--- src/rtl/layer_scroll_sequencer.sv ---
// ---------------------------------------------------------------------------
// layer_scroll_sequencer
//
// Per-frame scroll scheduler for the parallax city layers. On each accepted
// frame strobe it visits layers 0..N_LAYERS-1 in turn. Each layer's cell phase
// advances once per step, and its building LFSR advances once per phase wrap.
// The number of steps is that layer's programmed speed. A single stepper is
// time-shared across all layers, so only one layer can change per cycle. The
// registered per-layer values are the line-start reload values that the
// scanline generator copies into its working LFSR and counters.
//
// Ports
//   clk          clock
//   rst_n        synchronous active-low reset
//   frame_start  1-cycle frame strobe (vblank start)
//   upd_en       1 = layer state may change this cycle, 0 = stall the stepper
//   pause        1 = frame strobes are ignored while idle (scroll frozen)
//   speed        layer i speed at [i*SPEED_W +: SPEED_W]
//   clr_overrun  clears the sticky overrun flag
//   layer_lfsr   layer i reload LFSR at [i*LFSR_W +: LFSR_W]
//   layer_phase  layer i reload phase at [i*PHASE_W +: PHASE_W]
//   busy         high whenever the sequencer is not idle
//   frame_done   single-cycle pulse at the end of a frame update
//   overrun      sticky: a frame strobe arrived while busy
// ---------------------------------------------------------------------------
module layer_scroll_sequencer #(
    parameter int N_LAYERS         = 4,
    parameter int LFSR_W           = 9,
    parameter int TAP_A            = 8,
    parameter int TAP_B            = 4,
    parameter logic [LFSR_W-1:0] SEED = 9'h1FF,
    parameter int PHASE_W          = 3,
    parameter int SPEED_W          = 3
) (
    input  logic                          clk,
    input  logic                          rst_n,
    input  logic                          frame_start,
    input  logic                          upd_en,
    input  logic                          pause,
    input  logic [N_LAYERS*SPEED_W-1:0]   speed,
    input  logic                          clr_overrun,
    output logic [N_LAYERS*LFSR_W-1:0]    layer_lfsr,
    output logic [N_LAYERS*PHASE_W-1:0]   layer_phase,
    output logic                          busy,
    output logic                          frame_done,
    output logic                          overrun
);

    localparam int IDX_W = (N_LAYERS > 1) ? $clog2(N_LAYERS) : 1;

    typedef enum logic [2:0] {
        S_IDLE,
        S_LOAD,
        S_STEP,
        S_NEXT,
        S_DONE
    } state_t;

    state_t               state_reg;
    state_t               state_next;
    logic [IDX_W-1:0]     idx_reg;
    logic [SPEED_W-1:0]   rem_reg;
    logic                 overrun_reg;

    logic [LFSR_W-1:0]    lfsr_reg  [N_LAYERS];
    logic [PHASE_W-1:0]   phase_reg [N_LAYERS];
    logic [SPEED_W-1:0]   speed_arr [N_LAYERS];

    // Control strobes decoded from the current state
    logic                 start_en;
    logic                 load_en;
    logic                 step_en;
    logic                 next_en;
    logic                 last_layer;

    assign last_layer = (idx_reg == IDX_W'(N_LAYERS - 1));

    // -----------------------------------------------------------------------
    // FSM: state register
    // -----------------------------------------------------------------------
    always_ff @(posedge clk) begin
        if (!rst_n) begin
            state_reg <= S_IDLE;
        end else begin
            state_reg <= state_next;
        end
    end

    // -----------------------------------------------------------------------
    // FSM: next-state logic
    // -----------------------------------------------------------------------
    always_comb begin
        state_next = state_reg;
        case (state_reg)
            S_IDLE: if (frame_start && !pause) state_next = S_LOAD;
            S_LOAD: state_next = S_STEP;
            // A stalled step (upd_en low) holds in STEP with rem untouched.
            S_STEP: if (rem_reg == '0) state_next = S_NEXT;
            S_NEXT: state_next = last_layer ? S_DONE : S_LOAD;
            S_DONE: state_next = S_IDLE;
            default: state_next = S_IDLE;
        endcase
    end

    // -----------------------------------------------------------------------
    // FSM: outputs and datapath strobes
    // -----------------------------------------------------------------------
    always_comb begin
        busy       = 1'b0;
        frame_done = 1'b0;
        start_en   = 1'b0;
        load_en    = 1'b0;
        step_en    = 1'b0;
        next_en    = 1'b0;
        case (state_reg)
            S_IDLE: start_en = frame_start && !pause;
            S_LOAD: begin
                busy    = 1'b1;
                load_en = 1'b1;
            end
            S_STEP: begin
                busy    = 1'b1;
                step_en = (rem_reg != '0) && upd_en;
            end
            S_NEXT: begin
                busy    = 1'b1;
                next_en = !last_layer;
            end
            S_DONE: begin
                busy       = 1'b1;
                frame_done = 1'b1;
            end
            default: ;
        endcase
    end

    // -----------------------------------------------------------------------
    // Sequencer datapath: layer index and remaining-step counter
    // -----------------------------------------------------------------------
    always_ff @(posedge clk) begin
        if (!rst_n) begin
            idx_reg <= '0;
            rem_reg <= '0;
        end else begin
            if (start_en) begin
                idx_reg <= '0;
            end else if (next_en) begin
                idx_reg <= idx_reg + IDX_W'(1);
            end
            // Speed is sampled only at LOAD, so a speed change mid-frame
            // affects only layers not yet loaded.
            if (load_en) begin
                rem_reg <= speed_arr[idx_reg];
            end else if (step_en) begin
                rem_reg <= rem_reg - SPEED_W'(1);
            end
        end
    end

    // Sticky overrun: a set in the same cycle as a clear takes priority.
    always_ff @(posedge clk) begin
        if (!rst_n) begin
            overrun_reg <= 1'b0;
        end else if (frame_start && busy) begin
            overrun_reg <= 1'b1;
        end else if (clr_overrun) begin
            overrun_reg <= 1'b0;
        end
    end

    assign overrun = overrun_reg;

    // -----------------------------------------------------------------------
    // Per-layer scroll state. Only the layer selected by idx may step.
    // -----------------------------------------------------------------------
    generate
        for (genvar gi = 0; gi < N_LAYERS; gi++) begin : g_layer
            logic step_here;

            assign speed_arr[gi] = speed[gi*SPEED_W +: SPEED_W];
            assign step_here     = step_en && (idx_reg == IDX_W'(gi));

            always_ff @(posedge clk) begin
                if (!rst_n) begin
                    lfsr_reg[gi]  <= SEED;
                    phase_reg[gi] <= '1;
                end else if (step_here) begin
                    phase_reg[gi] <= phase_reg[gi] + PHASE_W'(1);
                    // The building LFSR advances once per cell, i.e. when the
                    // phase wraps from all-ones back to zero.
                    if (phase_reg[gi] == '1) begin
                        lfsr_reg[gi] <= {lfsr_reg[gi][LFSR_W-2:0],
                                         lfsr_reg[gi][TAP_A] ^ lfsr_reg[gi][TAP_B]};
                    end
                end
            end

            assign layer_lfsr[gi*LFSR_W +: LFSR_W]    = lfsr_reg[gi];
            assign layer_phase[gi*PHASE_W +: PHASE_W] = phase_reg[gi];
        end
    endgenerate

endmodule
--- config.mk ---
export PLATFORM = sky130hd
export DESIGN_NAME = layer_scroll_sequencer
export DESIGN_NICKNAME = d
export VERILOG_FILES = /design/src/rtl/layer_scroll_sequencer.sv
export SDC_FILE = /design/constraint.sdc
export NUM_CORES = 1
export LEC_CHECK = 0
export ABC_AREA = 0
export CORE_MARGIN = 2
export CORE_UTILIZATION = 25
export CTS_CLUSTER_SIZE = 14
export DETAILED_ROUTE_END_ITERATION = 16
export GPL_TIMING_DRIVEN = 0
export PLACE_DENSITY = 0.58
export SYNTH_ARGS = -nofsm -noshare
export SYNTH_HDL_FRONTEND = slang
export SYNTH_SLANG_ARGS = --single-unit
export TNS_END_PERCENT = 30
--- constraint.sdc ---
create_clock -name clk -period 3.1 [get_ports clk]
set_input_delay 0.93 -clock clk [delete_from_list [all_inputs] [get_ports clk]]
set_output_delay 0.93 -clock clk [all_outputs]
set_load 0.01 [all_outputs]
# Word-level counts from Yosys, hierarchy flattened
# Memories as Yosys holds them, arrays and structs flattened.
# Index checks and enable logic that the tools add are counted.
dict set report word_totals {
  ram_bits 48
  regBits 9
  word_cells 112
  input_bits 18
  memories 2
  out_inout_bits 51
}
dict set report op_classes {
  bitwise 14
  n_addsub 6
  n_eq_ne 13
  n_mux 54
  order_cmp 1
  n_reduce_logical 18
}
# memory words word_bits read_ports rd_clocked_by_memory_dff wr line
set memory_table {}
lappend memory_table {lfsr_reg 4 9 4 0 4 65} ;# logic [LFSR_W-1:0] lfsr_reg [N_LAYERS];
lappend memory_table {phase_reg 4 3 4 0 4 66} ;# logic [PHASE_W-1:0] phase_reg [N_LAYERS];
# op n
set op_table {}
lappend op_table {{$mux 1} 37}
lappend op_table {{$mux 9} 4}
lappend op_table {{$mux 3} 11}
lappend op_table {{$eq 3x3->1 const B} 5}
lappend op_table {{$add 3x1->3 const B} 4}
lappend op_table {{$pmux 3 s4} 1}
lappend op_table {{$or 1x1->1} 8}
lappend op_table {{$logic_and 1x1->1} 7}
lappend op_table {{$bmux 3 s2} 1}
lappend op_table {{$eq 3x2->1 const B} 2}
lappend op_table {{$logic_not 3->1} 2}
lappend op_table {{$eq 2x2->1 const B} 2}
lappend op_table {{$ne 2x2->1 const B} 2}
lappend op_table {{$reduce_bool 2->1} 2}
lappend op_table {{$reduce_or 4->1} 1}
lappend op_table {{$xor 1x1->1} 4}
lappend op_table {{$eq 3x1->1 const B} 1}
lappend op_table {{$ge 3x3->1 const B} 1}
lappend op_table {{$not 2->3} 1}
lappend op_table {{$reduce_bool 3->1} 1}
lappend op_table {{$sub 3x1->3 const B} 1}
lappend op_table {{$add 2x1->2 const B} 1}
lappend op_table {{$eq 2x1->1 const B} 1}
lappend op_table {{$logic_not 1->1} 2}
lappend op_table {{4 further kinds} 4}

# Logic depth before layout (Yosys ltp)
# Gate-level depths: netlist of the first run.
dict set report logic_depth {
  depth_word 8
  depth_mapped 7
}

# Worst setup path after synthesis of the first run
# No wires, ideal clock.
dict set report synth_timing {
  kind {in2reg}
  startpoint {input port upd_en}
  endpoint {memory lfsr_reg[1][0] (enable)}
  path_buffers 0
  slack_ps 280
  setup_ps 387
  t_arrival_ps 2433
  stages 3
  cell_sequence {nor4b_1 > nand2_1 > o21ai_0}
}
# element line
set synth_lines {}
lappend synth_lines {{start: declaration} 38} ;# input logic upd_en,
lappend synth_lines {{end: declaration} 65}

# Final worst setup path of the first run
dict set report layout_timing {
  startpoint {register state_reg[1]}
  endpoint {output port busy}
}
dict set report layout_between {
  elab_chain_len 3
  elab_cells_between_ends 6
  cone_classes {eq/ne (4); mux (1); reduce/logical (1)}
}
# element line
set layout_lines {}
lappend layout_lines {{start: declaration} 59} ;# state_t state_reg;
lappend layout_lines {{start signal: assignment} 85} ;# state_reg <= state_next;
lappend layout_lines {{$eq 3x2->1, or another cell as far along} 115} ;# case (state_reg)
lappend layout_lines {{$reduce_or 4->1 (no line) *} n/a}
lappend layout_lines {{$mux 1 *} 115}
lappend layout_lines {{end: declaration} 44} ;# output logic busy,
# Mark *: on every way between the ends. The rest lies on a longest branch, timed or not.

==> impl_metrics.py, run 1 <==
metrics = {
    "global_routing": {
        "gr-total-overflow": 0,
        "track_usage_pct": 10.6,
        "grt_max_degree": 11,
        "grt_pass1_wl_mm": 9.20,
        "antenna_found_initial": 0,
        "grt_pass1_vias": 1837,
    },
    "pwr": {
        "p_int_mw": 1.31,
        "seqPwrFrac_pct": 49.4,
        "comb_power_share_pct": 13.9,
        "leakage_nw": 1.09,
        "switching_share_pct": 24.5,
        "vdd_drop_max_v": 0.000163,
        "p_sw_mw": 0.426,
        "power_density_nw_per_um2": 473,
        "clkPwrFrac_pct": 36.7,
    },
    "sta": {
        "tightest_slew_ns": 0.664,
        "slew_violations": 0,
        "fmax_ghz": 0.351,
        "finalSetupViolations": 0,
        "fin_hold_ws_ns": 0.505,
        "fin_crit_sh_pct": 91.9,
        "slew_headroom_pct": 55.6,
        "hold_viol": 0,
        "finClkSkew_ns": 0.0103,
        "finalCriticalPeriod_ns": 2.85,
        "rsz0062_at_grt": "no",
    },
    "die": {
        "coreArea_um2": 10300,
        "pin_count": 69,
        "rows": 37,
        "die_h_um": 107,
        "die_x_um": 107,
        "start_util_pct": 25.7,
        "die-area_um2": 11400,
    },
    "placement": {
        "gp_congestion": 0.729,
        "dpl_cell_area_um2": 3480,
        "io_buffers": 67,
        "dp_hpwl_mm": 4.22,
    },
    "synth": {
        "synth_cell_types": 34,
        "synth_warnings": 0,
        "seq_area_frac_synth_pct": 61.3,
        "synth_area_um2": 2640,
        "ys_seq_elements": 57,
        "synth.net_count": 233,
        "syn_inst": 201,
        "syn_avg_cell_area_um2": 13.2,
    },
    "job": {
        "cap_violations": 0,
    },
    "critical_path": {
        "crit_type": "register to primary output",
        "crit_fanout": 10,
        "crit_required_ns": 2.17,
        "worstSetupEndpointType": "primary output",
        "arrival_ns": 1.92,
        "start_kind": "register",
    },
    "cts": {
        "cts.clk_slew.worst_paths_ns": 0.06,
        "tritoncts": "yes",
        "clockRootBuffer": "clkbuf_8",
        "clk_latency_ns": 0.33,
        "cts_hold_buf": 0,
        "max-clock-path-buffers": 2,
        "post_cts_buffers": 0,
        "cts-resized-gates": 9,
        "h-tree-depth": 3,
        "cts_made_buffers": 9,
        "clock_sinks": 57,
    },
    "final_layout": {
        "largest_reg_flops": 36,
        "areaGrowthSynthToFinish_pct": 39.2,
        "mostFrequentLayoutCells": "clkdlybuf4s50_1, edfxtp_1, nand2b_1",
        "antennaDiodeCount": 0,
        "layout-drive-gt1-share_pct": 10.2,
        "design_area_um2": 3680,
        "final_common_cell": "clkdlybuf4s50_1",
        "num-nets-final": 311,
    },
    "route": {
        "drt_iter0_markers": 99,
        "vias": 1827,
        "routed_wl_mm": 5.76,
        "drtPass1Iterations": 4,
        "drtAntennaViolNets": 0,
        "avgRoutedWirePerCell_um": 13.7,
        "drt_drc_violations_left": 0,
        "via_per_inst": 4.36,
    },
    "run_status": {
        "status": "complete, no violations",
    },
    "hold_path": {
        "min_path_type": "register to register",
    },
}
per-stage QoR:
step / setup slack [ns] / total power, mW / setup TNS [ns] / util [%] / std cells
finish: 0.251 / 1.74 / 0 / 35.8 / 419
global route: 0.108 / 1.83 / 0 / 35.8 / 419
floorplan: 0.280 / 1.03 / 0 / - / 201
detailed placement: -1.05 / 1.11 / -38.35 / 33.9 / 404
CTS: 0.231 / 1.76 / 0 / 35.8 / 419
global placement: -0.947 / 1.11 / -35.55 / 33.9 / 404
power by group through the flow:
stage | Sequential [mW] | Clock [mW] | Combinational, mW
2_1_floorplan | 0.874 | 0 | 0.157
3_3_place_gp | 0.876 | 0 | 0.233
3_5_place_dp | 0.876 | 0 | 0.239
4_1_cts | 0.860 | 0.657 | 0.245
5_1_grt | 0.861 | 0.694 | 0.270
6_report | 0.859 | 0.638 | 0.242
synthesized netlist by cell type, drive strengths merged:
library cell,count,area share (%)
or4,8,2.3
or3,1,0.24
ha,14,6.6
nor4bb,1,0.38
o21ai,9,1.7
mux2i,1,0.38
edfxtp,48,55
nor4b,1,0.33
inv,10,1.4
clkbuf,4,0.57
nand2b,35,8.3
nand2,12,1.7
buf,4,0.95
nor3,4,1.8
nor2,6,0.85
a21bo,1,0.38
nor4,1,0.24
a211oi,1,0.28
o311a,1,0.38
o311ai,2,0.66
mux4,3,2.6
xnor2,6,2.0
a21boi,1,0.28
or4b,1,0.52
nor3b,3,0.85
and2,2,0.47
a21oi,2,0.38
dfxtp,9,6.8
nand4b,2,0.66
and3,1,0.24
nand3,7,1.3
path summary, 6_finish.rpt:
path                                                start                            to  slack, ns  depth (start not counted)
worst min-delay path              rem_reg[2]$_SDFFE_PN0P_       rem_reg[2]$_SDFFE_PN0P_       0.51                          2
worst max-delay path            state_reg[1]$_SDFFE_PN0P_                          busy       0.25                          4
worst min register to register    rem_reg[2]$_SDFFE_PN0P_       rem_reg[2]$_SDFFE_PN0P_       0.51                          2
worst max register to register    rem_reg[0]$_SDFFE_PN0P_  lfsr_reg[2][8]$_SDFFCE_PN1P_       0.56                          6
final cells by class:
cell class | count | area, µm²
fill | 1038 | 6600
sequential | 57 | 1620
inverter | 10 | 37.5
clock inverter | 5 | 47.5
clock buffer | 10 | 128
tap | 136 | 170
multi-input combinational | 126 | 966
timing repair buffer | 67 | 671
buffer | 8 | 40.0
layer usage:
layer  wire [µm]  GRT usage [%]
met5           0              0
met4          80           4.27
met3         336           4.26
met2        2490           15.4
met1        2850           14.0
logic make-up (layout without fill, tap and decap cells):
family	Yosys count	in the layout	synth area share (%)
buffers and inverters	18	100	2.93
and+or+nand+nor	85	85	20.1
AOI/OAI and AO/OA	17	17	4.07
adders and majority gates	14	14	6.63
xor gates and xnor gates	6	6	1.99
DFF	57	57	61.3
muxes	4	4	2.93
critical path: stages (launching register included):
cell and delay [ns]:
dfxtp_1 0.41, clkbuf_1 0.39, o21ai_0 0.17, and2_1 0.16
clkdlybuf4s50_1 0.47
Note: power is estimated with default switching activity, not from simulation.
==> run 2: changes to the inputs <==
--- a/config.mk
+++ b/config.mk
@@ -12,6 +12,7 @@
 export DETAILED_ROUTE_END_ITERATION = 16
 export GPL_TIMING_DRIVEN = 0
 export PLACE_DENSITY = 0.58
+export SLEW_MARGIN = 0
 export SYNTH_ARGS = -nofsm -noshare
 export SYNTH_HDL_FRONTEND = slang
 export SYNTH_SLANG_ARGS = --single-unit
==> results of run 2 <==
Final layout, timing and power as in run 1 (identical DEF).
==> run 3: changes to the inputs <==
--- a/config.mk
+++ b/config.mk
@@ -8,7 +8,7 @@
 export ABC_AREA = 0
 export CORE_MARGIN = 2
 export CORE_UTILIZATION = 25
-export CTS_CLUSTER_SIZE = 14
+export CTS_CLUSTER_SIZE = 16
 export DETAILED_ROUTE_END_ITERATION = 16
 export GPL_TIMING_DRIVEN = 0
 export PLACE_DENSITY = 0.58
==> results of run 3 <==
Final layout, timing and power as in run 1 (identical DEF).
